File: config.mk
export PLATFORM = sky130hd
export DESIGN_NAME = block_transfer_sequencer
export DESIGN_NICKNAME = d
export VERILOG_FILES = /design/src/rtl/block_transfer_sequencer.sv
export SDC_FILE = /design/constraint.sdc
export NUM_CORES = 1
export LEC_CHECK = 0
export CAP_MARGIN = 20
export CORE_ASPECT_RATIO = 2
export CORE_MARGIN = 1
export CORE_UTILIZATION = 35
export CTS_CLUSTER_DIAMETER = 30
export DETAILED_ROUTE_END_ITERATION = 8
export SLEW_MARGIN = 0
export SYNTH_ARGS = -nofsm -noshare
export SYNTH_HDL_FRONTEND = slang
export SYNTH_SLANG_ARGS = --single-unit
File: constraint.sdc
create_clock -name CLK -period 9.1 [get_ports CLK]
set_input_delay 2.73 -clock CLK [delete_from_list [all_inputs] [get_ports CLK]]
set_output_delay 2.73 -clock CLK [all_outputs]
set_load 0.05 [all_outputs]
File: src/rtl/block_transfer_sequencer.sv
// block_transfer_sequencer: sequences LDM/STM block transfers between the
// register file and the memory interface, with optional base writeback.
// Optional feature macro: BTS_ACK_TIMEOUT_EN adds a 16-cycle mem_ack
// timeout that aborts the transfer and pulses the extra abort output.
module block_transfer_sequencer #(
  parameter int unsigned WORD_BYTES = 4,
  parameter int unsigned NREGS      = 16
) (
  input  logic             CLK,
  input  logic             CLR,
  input  logic             start,
  input  logic             load,
  input  logic             P,
  input  logic             U,
  input  logic             W,
  input  logic [3:0]       base_reg,
  input  logic [31:0]      base,
  input  logic [NREGS-1:0] reg_list,
  output logic [3:0]       reg_addr,
  input  logic [31:0]      reg_rdata,
  output logic [31:0]      reg_wdata,
  output logic             RW,
  output logic             mem_req,
  output logic             mem_we,
  output logic [31:0]      mem_addr,
  output logic [31:0]      mem_wdata,
  input  logic [31:0]      mem_rdata,
  input  logic             mem_ack,
  output logic             busy,
  output logic             done
`ifdef BTS_ACK_TIMEOUT_EN
  ,
  output logic             abort
`endif
);

  typedef enum logic [2:0] {IDLE, SETUP, XFER, WB, FIN} stateT;

  localparam logic [31:0]      STEP    = 32'(WORD_BYTES);
  localparam logic [NREGS-1:0] ONE_BIT = NREGS'(1);

  stateT            state, stateNext;
  logic [NREGS-1:0] listR;
  logic [31:0]      baseR;
  logic [3:0]       baseRegR;
  logic             pR, uR, wR, loadR, baseInList;
  logic [31:0]      curAddr, wbValue;
  logic             gapR;
`ifdef BTS_ACK_TIMEOUT_EN
  logic [3:0]       tmoR;
  logic             abortR;
`endif

  logic [4:0]       popCnt;
  logic [3:0]       lowIdx;
  logic [NREGS-1:0] listAfter;
  logic [31:0]      span, firstAddr;

  // Number of registers still in the latched list.
  always_comb begin
    popCnt = '0;
    for (int unsigned i = 0; i < NREGS; i++) popCnt = popCnt + 5'(listR[i]);
  end

  // Lowest set bit of the list: descending scan so the lowest index wins.
  always_comb begin
    lowIdx = '0;
    for (int unsigned i = NREGS; i > 0; i--) begin
      if (listR[i-1]) lowIdx = 4'(i - 1);
    end
  end

  // Block span, first address by addressing mode, and list after servicing.
  always_comb begin
    span      = 32'(popCnt) * STEP;
    listAfter = listR & ~(ONE_BIT << lowIdx);
    case ({pR, uR})
      2'b01:   firstAddr = baseR;
      2'b11:   firstAddr = baseR + STEP;
      2'b00:   firstAddr = baseR - span + STEP;
      default: firstAddr = baseR - span;
    endcase
  end

  // State register.
  always_ff @(posedge CLK) begin
    if (!CLR) state <= IDLE;
    else      state <= stateNext;
  end

  // Latched request, address/writeback values, inter-transfer gap and timeout.
  always_ff @(posedge CLK) begin
    if (!CLR) begin
      listR      <= '0;
      baseR      <= '0;
      baseRegR   <= '0;
      pR         <= 1'b0;
      uR         <= 1'b0;
      wR         <= 1'b0;
      loadR      <= 1'b0;
      baseInList <= 1'b0;
      curAddr    <= '0;
      wbValue    <= '0;
      gapR       <= 1'b0;
`ifdef BTS_ACK_TIMEOUT_EN
      tmoR       <= '0;
      abortR     <= 1'b0;
`endif
    end else begin
      case (state)
        IDLE: begin
          gapR <= 1'b0;
`ifdef BTS_ACK_TIMEOUT_EN
          tmoR   <= '0;
          abortR <= 1'b0;
`endif
          if (start) begin
            listR      <= reg_list;
            baseR      <= base;
            baseRegR   <= base_reg;
            pR         <= P;
            uR         <= U;
            wR         <= W;
            loadR      <= load;
            baseInList <= reg_list[base_reg];
          end
        end
        SETUP: begin
          curAddr <= firstAddr;
          wbValue <= uR ? (baseR + span) : (baseR - span);
          gapR    <= 1'b0;
        end
        XFER: begin
          if (gapR) begin
            gapR <= 1'b0;
          end else if (mem_ack) begin
            listR   <= listAfter;
            curAddr <= curAddr + STEP;
            gapR    <= 1'b1;
`ifdef BTS_ACK_TIMEOUT_EN
            tmoR    <= '0;
          end else if (tmoR == 4'hF) begin
            abortR  <= 1'b1;
          end else begin
            tmoR    <= tmoR + 4'd1;
`endif
          end
        end
        default: ;
      endcase
    end
  end

  // Next state and outputs; RW is gated by CLR so a reset edge never writes.
  always_comb begin
    stateNext = state;
    reg_addr  = '0;
    reg_wdata = '0;
    RW        = 1'b0;
    mem_req   = 1'b0;
    mem_we    = 1'b0;
    mem_addr  = '0;
    mem_wdata = '0;
    busy      = 1'b0;
    done      = 1'b0;
`ifdef BTS_ACK_TIMEOUT_EN
    abort     = 1'b0;
`endif
    case (state)
      IDLE: if (start) stateNext = SETUP;
      SETUP: begin
        busy      = 1'b1;
        stateNext = (popCnt == 5'd0) ? FIN : XFER;
      end
      XFER: begin
        busy     = 1'b1;
        reg_addr = lowIdx;
        if (!gapR) begin
          mem_req  = 1'b1;
          mem_we   = ~loadR;
          mem_addr = curAddr;
          if (!loadR) mem_wdata = reg_rdata;
          if (mem_ack) begin
            if (loadR) begin
              RW        = CLR;
              reg_wdata = mem_rdata;
            end
            if (listAfter == '0) stateNext = wR ? WB : FIN;
`ifdef BTS_ACK_TIMEOUT_EN
          end else if (tmoR == 4'hF) begin
            stateNext = FIN;
`endif
          end
        end
      end
      WB: begin
        busy      = 1'b1;
        reg_addr  = baseRegR;
        reg_wdata = wbValue;
        RW        = CLR & ~(loadR & baseInList);
        stateNext = FIN;
      end
      FIN: begin
        done      = 1'b1;
`ifdef BTS_ACK_TIMEOUT_EN
        abort     = abortR;
`endif
        stateNext = IDLE;
      end
      default: stateNext = IDLE;
    endcase
  end

endmodule

# [After elaboration in Yosys (flattened, before gate mapping)]
# Cells that the tools add are included.
[word_totals] reg_bits=125 latch_bits=0 out_inout_bits=105 mem_bits_rw=0 in_bits=124 romBits=0 n_memories=0 word_cells=120
[classes] bitwise_logic=6 eq_ne=10 n_lt_le_gt_ge=1 n_addsub=20 n_div=0 reduce_logical=13 muxes=57 mul=0 shifts=1
[op_table] cell="32-bit 2-to-1 mux" n=11
[op_table] cell="32-bit case mux with 2 select lines" n=2
[op_table] cell="32-bit by 3-bit adder with 32-bit output, second input constant" n=3
[op_table] cell="32-bit case mux with 3 select lines" n=1
[op_table] cell="4-bit 2-to-1 mux" n=16
[op_table] cell="5-bit by 1-bit adder with 5-bit output" n=11
[op_table] cell="16-bit 2-to-1 mux" n=3
[op_table] cell="32-bit by 7-bit adder with 32-bit output" n=1
[op_table] cell="16-bit case mux with 2 select lines" n=1
[op_table] cell="32-bit by 7-bit subtractor with 32-bit output" n=1
[op_table] cell="3-bit 2-to-1 mux" n=6
[op_table] cell="16-bit bitwise AND" n=1
[op_table] cell="16-bit zero test" n=1
[op_table] cell="16-bit inverter" n=1
[op_table] cell="1-bit by 4-bit << shifter with 16-bit output, first input constant" n=1
[op_table] cell="1-bit 2-to-1 mux" n=12
[op_table] cell="3-bit case mux with 4 select lines" n=1
[op_table] cell="2-bit inequality test, second input constant" n=4
[op_table] cell="4-bit case mux with 2 select lines" n=1
[op_table] cell="4-bit AND reduction" n=2
[op_table] cell="3-bit by 2-bit == test with 1-bit output, second input constant" n=2
[op_table] cell="2-bit nonzero test" n=3
[op_table] cell="4-bit by 1-bit adder with 5-bit output" n=1
[op_table] cell="5-bit zero test" n=1
[op_table] cell="other kinds (18)" n=21

# [Logic depth before layout (Yosys ltp)]
[depth] ltp_word=24 depth_mapped=28 depth_no_buf=24

# [Worst setup path after synthesis]
# OpenSTA, ideal clock, no wires.
[synth_timing] path_kind="input to output" from="input CLR" to="output RW" path_buffers=1 required_time_ns=6.370 arrival_ns=4.177 path_stages=3 setup_slack_ns=2.193 cell_sequence="clkinv_1 > clkbuf_1 > nor3_1"
[synth_between] elab_chain_len=4 word_cells_on_any_way=5 cone_classes="mux (4); bitwise (1)"
[synth_lines] item="start: declaration" line_no="10" rtl="input logic CLR,"
[synth_lines] item="1-bit 2-to-1 mux" line_no="184" rtl="if (loadR) begin"
[synth_lines] item="1-bit 2-to-1 mux" line_no="183" rtl="if (mem_ack) begin"
[synth_lines] item="1-bit 2-to-1 mux" line_no="178" rtl="if (!gapR) begin"
[synth_lines] item="1-bit case mux with 2 select lines (*)" line_no="169" rtl="case (state)"
[synth_lines] item="end: declaration" line_no="22" rtl="output logic RW,"
# Every way passes the cells marked *; elsewhere a longest branch is shown, timed or not.

# [Worst setup path in the final report]
[layout_timing] from="input mem_ack" to="output reg_wdata[24]"
[layout_between] elab_chain_len=3
[layout_lines] item="start: declaration" line_no="28" rtl="input logic mem_ack,"
[layout_lines] item="32-bit 2-to-1 mux" line_no="183"
[layout_lines] item="32-bit 2-to-1 mux" line_no="178"
[layout_lines] item="32-bit case mux with 2 select lines" line_no="169"
[layout_lines] item="end: declaration" line_no="21" rtl="output logic [31:0] reg_wdata,"
# Every way passes these cells.

==> summary.txt <==
Starting Density -> 35.8%
Vias in the first global route -> 12,300
DRT Pass-1 Iters -> 6
Smallest hold slack -> 0.453 ns
Residual DRC -> 0
Req. time, crit path -> 6.37 ns
Pwr/cell area -> 464 nW/um2
CTS tree -> yes
Layout cell share with drive strength beyond 1 -> 6.35%
Reg2reg start -> listR[5]
Critical Path Fanout Max -> 18
CTS buffer count -> 17
Antenna viol nets, final -> 0
NetSw -> 3690 uW
Netlist Area Pre-Place -> 10,800 um2
Initial antenna violation count -> 1
NumNets Final -> 1,876
Initial drt markers -> 902
Placed cell count -> 2,066
Clock Tree Buf Depth -> 2
Clock slew at reported path FFs -> 0.07 ns
DP Wirelength -> 40,100 um
H-tree depth -> 4
R2R depth -> 23
Post-synth EDFFs -> 0
Via-to-Cell Ratio -> 5.99
Hold Path Depth -> 2
Final hold vios -> 0
Crit-path cells -> clkdlybuf4s50_1, and3_1, buf_4, a22oi_1, nor2_1, clkdlybuf4s50_1
Predominant post-synthesis flop cell -> dfxtp_1
Max Freq -> 124 MHz
CP startpoint kind -> input port
Post-Route WL -> 51,700 um
Post-synthesis sequential area ratio -> 23.1%
Placer Congestion -> 1.00
Slew Viols, Final -> 0
I/O Buffers -> 228
Sequential Power Share -> 14.3%
Sw Share -> 56.8%
Synth unique cells -> 86
Post-CTS Hold Buffers -> 0
Critical Path End Type -> output pin
Clk_lat worst skew -> 0.48 ns
First-pass GRT wire length -> 75,500 um
Root Buffer -> clkbuf_16
TNS Setup -> 0 ns
Multi-input gate area -> 7690 um2
Cell Count, Final, Fillers Out -> 2,100
Slowest-stage cell, CP -> clkdlybuf4s50_1
All-Layer GR Usage -> 32.4%
Area Growth Syn to Fin -> 29.1%
Rows -> 90
RSZ-0062 raised after global routing -> false
Die Span X -> 126 um
#FFs+latches synth -> 125
Clock sink count -> 125
Clock Power Share -> 11.0%
Fin crit period -> 8.09 ns
Worst slew pin tran -> 1.15 ns
Final Cycle Share -> 88.9%
R2r setup slk -> 1.85 ns
CP most frequent cell -> clkdlybuf4s50_1
Register area -> 2500 um2
Crit Path Category -> in -> out
Hold worst-path end -> curAddr[0]
PostCTS Resize Cnt -> 0
Maximum vdd drop -> 0.474 mV
Yosys warnings -> 0
Status -> finished clean
Max incr delay on CP -> 0.81 ns
Syn_area_per_cell -> 6.94 um2
Antenna cells -> 0
Final setup fails -> 0
Skew final -> 0.0202 ns
Hold path startpoint -> curAddr[0]
Worst slew margin -> 22.1%
Gate power share -> 74.7%
Die H -> 251 um
Largest net degree at the start of global routing -> 68
Max-cap violations -> 0
Cells after Synth -> 1,562
Per-cell routed wire length -> 24.6 um
Worst Hold Class -> reg -> reg
P_leak -> 0.00494 uW
Syn Nets -> 1,719
GRT overflow -> 0
Ports -> 229
Reg2Reg Capture Point -> curAddr[31]
# fillers -> 3,137
FFs w/ async S/R, synth -> 0%
Core ar. -> 30,300 um2
Area of the die -> 31,700 um2
Internal power -> 2810 uW
Worst Path Arrival -> 5.36 ns
Vias -> 12,600
Post-CTS Setup Bufs -> 0
cells in the mapped netlist, drive strengths merged, types with 7 or more instances:
master   number  area [um2]
or2           8        50.1
dfxtp       125        2500
o22ai        11        68.8
xnor2        62         543
a211oi       22         175
a22oi        42         320
clkbuf      113         424
o31ai         7        52.6
a21oi       156         781
and3         19         124
nand3        46         230
xor2         30         263
inv          46         173
nand4        17         106
buf          14        63.8
nand2b        9        56.3
nor3         43         220
a2111oi       9        85.1
o21ai        77         385
or4          10        86.3
and2         73         457
nor4         28         209
and4          7        61.3
nor2        153         574
a21o         12        90.1
or3           8        50.1
nor2b        18         113
a31oi        21         131
fa           12         240
nand2       227         852
mux2i         7        70.1
o211ai       11        82.6
ha           21         263
kinds of logic (layout without fill, tap and decap cells):
logic type	count (synthesis)	in the layout	synth area share (%)
buf+inv	176	346	6.20
fa+ha+maj	33	33	4.64
flops	125	125	23.1
simple gates	686	686	31.1
mux	12	12	1.68
xor+xnor	92	92	7.43
compound gates	438	438	25.8
layer usage:
metal	share of wire, %	global-route usage [%]	wire (um)	vias up
met1	34	31.2	17600	5920
met4	8.7	26.9	4490	2
met2	52	59.6	26900	571
li1	-	-	-	5865
met3	5.3	5.32	2730	215
met5	0.025	0	13	-
sequential cells by signal, indices dropped and copies added (netlist names):
name	flops
listR	16
gapR	1
state	3
pR	1
wbValue	32
baseR	32
baseInList	1
curAddr	32
uR	1
loadR	1
baseRegR	4
wR	1
worst max path at each step:
stage,start,endpoint,slack (ns),cells past startpoint
2_1_floorplan,CLR,RW,2.19,3
3_3_place_gp,mem_ack,RW,1.16,6
3_5_place_dp,mem_ack,RW,1.07,6
4_1_cts,mem_ack,RW,1.07,6
5_1_grt,mem_ack,RW,0.90,6
6_report,mem_ack,reg_wdata[24],1.01,6
through the flow:
stage	worst slack, ns	util [%]	power [uW]	instance area (um2)
after floorplan	2.19	-	4130	10800
after global placement	1.16	44.1	5620	13400
after detailed placement	1.07	44.2	5650	13400
after CTS	1.07	46.2	6380	14000
after global routing	0.896	46.2	6880	14000
final	1.01	46.2	6500	14000
placed cells by master, fill, tap and decap left out, drive strengths merged, types with 8 or more instances in the layout:
| cell type | n |
|---|---|
| o22ai | 11 |
| a22oi | 42 |
| and3 | 19 |
| ha | 21 |
| and2 | 73 |
| or4 | 10 |
| or3 | 8 |
| a2111oi | 9 |
| a21oi | 156 |
| clkdlybuf4s50 | 228 |
| nand2 | 227 |
| clkinv | 9 |
| dfxtp | 125 |
| nor2 | 153 |
| buf | 36 |
| nand3 | 46 |
| a211oi | 22 |
| a21o | 12 |
| nand4 | 17 |
| nor3 | 43 |
| o211ai | 11 |
| inv | 50 |
| nor4 | 28 |
| fa | 12 |
| or2 | 8 |
| clkbuf | 19 |
| o21ai | 77 |
| nand2b | 9 |
| a31oi | 21 |
| xor2 | 30 |
| xnor2 | 62 |
| nor2b | 18 |
critical path: cells and delay by family:
family,cells,cell delay (ns)
simple gates,2,0.77
buf+inv,3,1.73
compound gates,1,0.11
area by class of cell:
| class | instances | area share, % |
|---|---|---|
| timing repair buffer | 265 | 18.3 |
| multi-input combinational | 1261 | 54.9 |
| sequential | 125 | 17.9 |
| inverter | 49 | 1.32 |
| clock inverter | 14 | 1.14 |
| clock buffer | 18 | 3.14 |
| tap | 368 | 3.29 |
power groups by stage:
stage | logic (uW) | clock network, uW | registers, uW
after floorplan | 3330 | 0 | 805
after global placement | 4690 | 0 | 934
after detailed placement | 4720 | 0 | 931
after CTS | 4740 | 719 | 920
after global routing | 5200 | 741 | 944
final | 4860 | 714 | 929
Note: power is estimated with default switching activity, not from simulation.
